### src/rtl/bin2bcd_seq_pkg.sv
// Shared constants for the shift-add multiplier datapath and its BCD back end.
// Widths, FSM encodings and the BCD digit type live here so both blocks agree.
package bin2bcd_seq_pkg;

  localparam int BIN_W   = 8;  // product width of the multiplier
  localparam int NUM_DIG = 3;  // 10^3 > 2^8 - 1
  localparam int CNT_W   = 4;  // must be able to hold BIN_W
  localparam int DIG_W   = 4;

  localparam logic [0:0] ST_IDLE  = 1'b0;
  localparam logic [0:0] ST_SHIFT = 1'b1;

  typedef logic [DIG_W-1:0] digit_t;

endpackage

### src/rtl/bin2bcd_seq_add3.sv
// Double-dabble digit correction: a digit of 5 or more gets +3 before the shift,
// so that doubling it carries correctly into the next decimal digit.
module bin2bcd_seq_add3
  import bin2bcd_seq_pkg::*;
(
  input  digit_t d,
  output digit_t q
);

  // d <= 9 during a conversion, so d + 3 <= 12 and always fits in 4 bits
  assign q = (d >= 4'd5) ? d + 4'd3 : d;

endmodule

### src/rtl/bin2bcd_seq.sv
// Sequential binary-to-BCD converter, one input bit per clock.
// Handshake: ld is sampled only while idle (busy=0); busy is high for the W
// cycles of a conversion and ld is ignored then; done pulses for one cycle
// when bcd is updated, and bcd holds that result until the next done.
module bin2bcd_seq
  import bin2bcd_seq_pkg::*;
#(
  parameter int W  = BIN_W,
  parameter int ND = NUM_DIG,
  parameter int CW = CNT_W
)
(
  input  logic                clk,
  input  logic                rst,
  input  logic                ld,
  input  logic [W-1:0]        bin,
  output logic                busy,
  output logic                done,
  output logic [DIG_W*ND-1:0] bcd,
  output logic [0:0]          dbg_state
);

  localparam int BW  = DIG_W * ND;
  localparam int SRW = BW + W;
  localparam logic [CW-1:0] CNT_INIT = CW'(W);
  localparam logic [CW-1:0] CNT_LAST = CW'(1);

  logic [0:0]     state;
  logic [CW-1:0]  cnt;
  logic [SRW-1:0] sr;
  logic [SRW-1:0] corrected;
  logic [SRW-1:0] sr_next;
  logic [BW-1:0]  adj;

  // Work register is {digits, remaining binary bits}; digits sit above bit W.
  for (genvar i = 0; i < ND; i++) begin : g_dig
    bin2bcd_seq_add3 u_add3 (
      .d (sr[W + DIG_W*i +: DIG_W]),
      .q (adj[DIG_W*i +: DIG_W])
    );
  end

  assign corrected = {adj, sr[W-1:0]};
  assign sr_next   = corrected << 1;

  always_ff @(posedge clk or negedge rst) begin
    if (!rst) begin
      state <= ST_IDLE;
      cnt   <= '0;
      sr    <= '0;
      bcd   <= '0;
      done  <= 1'b0;
    end else begin
      done <= 1'b0;
      if (state == ST_IDLE) begin
        if (ld) begin
          sr    <= {{BW{1'b0}}, bin};
          cnt   <= CNT_INIT;
          state <= ST_SHIFT;
        end
      end else begin
        sr  <= sr_next;
        cnt <= cnt - 1'b1;
        if (cnt == CNT_LAST) begin
          bcd   <= sr_next[SRW-1:W];
          done  <= 1'b1;
          state <= ST_IDLE;
        end
      end
    end
  end

  assign busy      = (state == ST_SHIFT);
  assign dbg_state = state;

endmodule

### config.mk
export PLATFORM = sky130hd
export DESIGN_NAME = bin2bcd_seq
export DESIGN_NICKNAME = d
export VERILOG_FILES = /design/src/rtl/bin2bcd_seq_pkg.sv /design/src/rtl/bin2bcd_seq_add3.sv /design/src/rtl/bin2bcd_seq.sv
export SDC_FILE = /design/constraint.sdc
export NUM_CORES = 1
export LEC_CHECK = 0
export CAP_MARGIN = 20
export CORE_MARGIN = 4
export CORE_UTILIZATION = 35
export CTS_BUF_LIST = sky130_fd_sc_hd__clkbuf_8
export DETAILED_ROUTE_END_ITERATION = 10
export SYNTH_ARGS = -nofsm -noshare
export SYNTH_HDL_FRONTEND = slang
export SYNTH_SLANG_ARGS = --single-unit
### constraint.sdc
create_clock -name clk -period 2.7 [get_ports clk]
set_clock_uncertainty 0.05 [all_clocks]
set_input_delay 0.405 -clock clk [delete_from_list [all_inputs] [get_ports clk]]
set_output_delay 0.405 -clock clk [all_outputs]
set_load 0.01 [all_outputs]
After elaboration in Yosys (flattened, before gate mapping)
Index checks and enable logic that the tools add are counted.
{"block": "totals", "register_bits": 38, "elab_cells": 27}
{"block": "op_classes", "magnitude_cmp": 3, "n_mux": 12, "n_addsub": 4, "eq_ne": 1, "n_reduce_logical": 2}
{"op": "$mux W20", "n": 2}
{"op": "$mux W4", "n": 4}
{"op": "$ge A4 B3 Y1 const B", "n": 3}
{"op": "$add A4 B2 Y4 const B", "n": 2}
{"op": "$mux W1", "n": 5}
{"op": "$eq A4 B1 Y1 const B", "n": 1}
{"op": "$sub A4 B1 Y4 const B", "n": 1}
{"op": "$add A3 B2 Y3 const B", "n": 1}
{"op": "$mux W3", "n": 1}
{"op": "$reduce_and A2 Y1", "n": 1}
{"op": "$reduce_bool A2 Y1", "n": 1}

Depth between registers and ports, before layout
{"block": "depth", "ltp_word": 3, "depth_mapped": 6, "depth_no_buf": 6}

By module
A second synthesis with hierarchy kept.
{"block": "hier_totals", "hier_cells": 158, "hier_area_um2": 1855.5}
{"mod": "bin2bcd_seq", "seq_area_each_um2": 950.9, "cells_each": 110, "area_each_um2": 1551.5, "instances": 1}
{"mod": "bin2bcd_seq_add3", "seq_area_each_um2": 0.0, "cells_each": 16, "area_each_um2": 101.3, "instances": 3}

Least setup slack after synthesis
Ideal clock, no wire load.
{"block": "synth_timing", "path_kind": "register to register", "start": "reg sr[8]", "end": "reg bcd[2]", "path_buffers": 0, "required_time_ns": 2.525, "setup_ns": 0.125, "arrival_time_ns": 1.290, "path_stages_with_launch": 7, "path_slack_ns": 1.235, "cell_sequence": "dfrtp_1 -> inv_1 -> ha_1 -> nand2b_2 -> a21oi_4 -> mux2i_1 -> mux2_4"}
{"block": "synth_via", "elab_chain_cells": 2, "word_cells_on_any_way": 3, "classes_between": "add/sub (1); order compare (1); mux (1)"}
{"element": "start, declared", "line_no": "bin2bcd_seq.sv:30", "source": "logic [SRW-1:0] sr;"}
{"element": "start signal, assigned", "line_no": "bin2bcd_seq.sv:57", "source": "sr <= {{BW{1'b0}}, bin};"}
{"element": "start signal, assigned", "line_no": "bin2bcd_seq.sv:62", "source": "sr <= sr_next;"}
{"element": "$add A4 B2 Y4 or $ge A4 B3 Y1 (tied branches)", "line_no": "bin2bcd_seq_add3.sv:11", "source": "assign q = (d >= 4'd5) ? d + 4'd3 : d;"}
{"element": "$mux W4 *", "line_no": "bin2bcd_seq_add3.sv:11"}
{"element": "end signal, assigned", "line_no": "bin2bcd_seq.sv:65", "source": "bcd <= sr_next[SRW-1:W];"}
{"element": "end, declared", "line_no": "bin2bcd_seq.sv:19", "source": "output logic [DIG_W*ND-1:0] bcd,"}
Mark *: on every way between the ends. The rest lies on a longest branch, timed or not.
A chain may end at the register's enable or synchronous reset.

Worst setup path in the final report
{"block": "layout_timing", "start": "reg state, in the netlist busy", "end": "out busy"}
{"element": "start, declared", "line_no": "bin2bcd_seq.sv:28", "source": "logic [0:0] state;"}
{"element": "start signal, assigned", "line_no": "bin2bcd_seq.sv:48", "source": "state <= ST_IDLE;"}
{"element": "start signal, assigned", "line_no": "bin2bcd_seq.sv:59", "source": "state <= ST_SHIFT;"}
{"element": "start signal, assigned", "line_no": "bin2bcd_seq.sv:67", "source": "state <= ST_IDLE;"}
{"element": "end, declared", "line_no": "bin2bcd_seq.sv:17", "source": "output logic busy,"}
No word-level cell between the ends.

==> run_results.csv <==
group,metric,value,unit
run_status,status,"complete, no violations",
finish,final_net_count,217,
pwr,power_density,1228,mW/mm^2
clocking,cts_tree,"done",
finish,area_growth,24.66,%
clocking,clk_pin_slew,0.08,ns
finish,multi_input_area,807.0,sq um
timing,rsz0062_at_grt,"no",
grt,grt-ovfl-total,0,
logic_synthesis,synthesis.nets,191,
logic_synthesis,synth_edf_count,0,
timing,hold_violations,0,
logic_synthesis,ys_async_sr_fraction,1.000,
grt,antenna_found_initial,0,
clocking,cts_buffers,5,
clocking,cts_buffer_depth,2,
critical_path,worstReg2RegEnd,"bcd[2]$_DFFE_PN0P_",
placement,gp_congestion,0.7100,
logic_synthesis,yosysUniqueCellTypes,32,
finish,seqCellArea,950.9,sq um
logic_synthesis,ys_warn_count,0,
timing,final.min_clock_period,1.762,ns
logic_synthesis,synth_top_area_frac,0.5163,
clocking,clock_latency,0.28,ns
logic_synthesis,ys_top_cells_by_area,"dfrtp_1, mux2i_1, ha_1, nand2_1, o21ai_0",
logic_synthesis,synthCells,172,
grt,grt_max_degree,39,
detailed_routing,drt-initial-drc-count,39,
critical_path,path_cells,"clkdlybuf4s50_1",
detailed_routing,drt_wl_total,3257,um
clocking,cts_resized,0,
job,drv_cap,0,
clocking,post_cts_buffers,0,
worst_hold_path,hold_class,"primary input to asynchronous set/reset pin",
die,start_util,0.3606,
timing,min_period_over_period,0.6525,
critical_path,cp_slowest_cell,"clkdlybuf4s50_1",
die,die_h,80.54,um
clocking,cts_root_buffer,"clkbuf_8",
detailed_routing,wl_per_cell,12.11,um
die,die_x,80.54,um
timing,final_max_slew_viol_count,0,
logic_synthesis,synth_seq_cells,38,
timing,hold_ws,0.1646,ns
timing,max_freq,567.6,MHz
critical_path,reg2reg_from,"sr[8]$_DFFE_PN0P_",
grt,grt_pass1_wl,5768,um
detailed_routing,postRouteAntennaNets,0,
critical_path,reg2reg_depth,6,
die,rows,26,
detailed_routing,vias,1245,
critical_path,end_kind,"primary output",
critical_path,crit_path_end,"busy",
clocking,hold_buffers,0,
detailed_routing,drt_first_pass_iters,4,
clocking,cts.htree.levels,2,
critical_path,reg2reg_slack,1.13,ns
timing,maxSlewHeadroom,0.4469,
finish,diodes,0,
critical_path,path_depth,1,
critical_path,cp_max_fo,7,
logic_synthesis,ys_seq_area_frac,0.5163,
clocking,cts_sinks,38,
critical_path,crit_family,"buffers and inverters",
critical_path,start_kind,"flip-flop",
placement,dp_hpwl,2283,um
timing,tns,0,ns
finish,drive_above_1_share,0.1256,
grt,grt_pass1_vias,1254,
critical_path,cp.arrival,1.31,ns
die,ioPinCount,26,
grt,grtUsageTotal,0.1150,
die,dieArea,0.006487,sq mm
logic_synthesis,syn-cell-area,0.001842,sq mm
critical_path,required,2.25,ns
critical_path,cpPeakStageDelay,0.57,ns
logic_synthesis,synth_flop_cell,"dfrtp_1",
detailed_routing,route.detailed.drc,0,
pwr,p_leak,1.057,nW
critical_path,critical_path_class,"flip-flop to primary output",
timing,worstMarginPinSlew,0.8296,ns
die,core,0.005107,sq mm
logic_synthesis,avgSynthCellArea,10.71,sq um
pwr,vdd_drop_max,0.0004158,V
logic_synthesis,synth_top_cell_by_area,"dfrtp_1",
critical_path,crit_start,"busy$_DFF_PN0_",
detailed_routing,vias_per_cell,4.628,
finish,fillCellCount,528,
critical_path,crit_buf_inv,1,
placement,portBuffers,25,
timing,setup_viol,0,
report_power, final:
part           total [W]  switching (W)  internal, W
combinational    0.00121       0.000572     0.000639
sequential       0.00101       0.000190     0.000824
clock           0.000593       0.000199     0.000394
through the flow:
step / util / instances / cell area, sq um / worst slack (ns) / total power [W]
6_report: 0.4495 / 269 / 2296 / 0.9381 / 0.002819
5_1_grt: 0.4495 / 269 / 2296 / 0.8557 / 0.003071
4_1_cts: 0.4495 / 269 / 2296 / 0.9155 / 0.002864
3_5_place_dp: 0.4216 / 261 / 2153 / 0.8808 / 0.002260
3_3_place_gp: 0.4216 / 261 / 2153 / 0.9272 / 0.002242
2_1_floorplan: - / 172 / 1842 / 1.235 / 0.001869
worst min-delay path by stage:
| stage | slack, ns | end | cells past startpoint | from |
|---|---|---|---|---|
| finish | 0.16 | bcd[2]$_DFFE_PN0P_ | 1 | rst |
| global route | 0.24 | sr[10]$_DFFE_PN0P_ | 1 | rst |
| CTS | 0.20 | bcd[2]$_DFFE_PN0P_ | 1 | rst |
| detailed placement | 0.42 | bcd[3]$_DFFE_PN0P_ | 2 | bcd[3]$_DFFE_PN0P_ |
| global placement | 0.41 | bcd[9]$_DFFE_PN0P_ | 2 | bcd[9]$_DFFE_PN0P_ |
| floorplan | 0.06 | bcd[0]$_DFFE_PN0P_ | 0 | rst |
placed cells by master, fill, tap and decap left out:
master	count
a22o_1	1
nand2_1	26
inv_4	1
nor3b_1	8
dfrtp_1	38
a21oi_4	1
nand3_1	1
o21bai_1	1
o22a_1	1
o21ai_0	18
o31ai_1	1
buf_2	1
bufinv_16	2
nand2b_2	1
a21o_2	1
ha_1	8
nor3_1	3
o22ai_1	5
nor2b_4	1
xnor2_1	3
mux2_2	3
buf_4	3
inv_1	9
mux2_4	2
nand2b_1	2
nand3b_4	1
a21o_1	4
mux2i_1	11
a21oi_2	2
clkbuf_8	6
a21oi_1	6
nor2_1	3
or3_1	1
clkdlybuf4s50_1	24
state kept, by name, summed over array words and instances (netlist names):
name,flops
bcd,12
done,1
busy,1
cnt,4
sr,20
kinds of logic (layout without fill, tap and decap cells):
logic type / Yosys count / after routing / synth area share
adders and majority gates: 8 / 8 / 0.05435
and+or+nand+nor: 47 / 47 / 0.1359
xor gates and xnor gates: 3 / 3 / 0.01427
buffers and inverters: 19 / 46 / 0.04552
DFF: 38 / 38 / 0.5163
muxes: 16 / 16 / 0.09443
AOI/OAI and AO/OA: 41 / 41 / 0.1393
Yosys cell counts, types with 2 or more instances:
cell      count
nor3b_1       8
o21ai_0      18
dfrtp_1      38
clkbuf_1      3
inv_1         9
buf_2         5
ha_1          8
a21o_1        4
a21oi_2       2
a21oi_1       6
o22ai_1       5
nand2_1      26
mux2_4        2
nor3_1        3
nand2b_1      2
nor2_1        3
xnor2_1       3
mux2i_1      11
mux2_2        3
cell type report:
type / count / share of cell area
flip-flops and latches: 38 / 0.4142
multi-input cells: 115 / 0.3515
repair buffers: 28 / 0.1166
well taps: 70 / 0.03815
clock buffers: 6 / 0.03597
clock inverters: 2 / 0.02616
inverters: 10 / 0.01744
routing by layer:
layer  vias to the layer above  wire [um]  track usage
met5                         -          0            0
met4                         0         48      0.03547
met3                         5        127      0.03027
met2                        24       1454       0.1805
met1                       578       1627       0.1545
li1                        638          -            -
No activity file was read; power rests on OpenSTA's default activity.
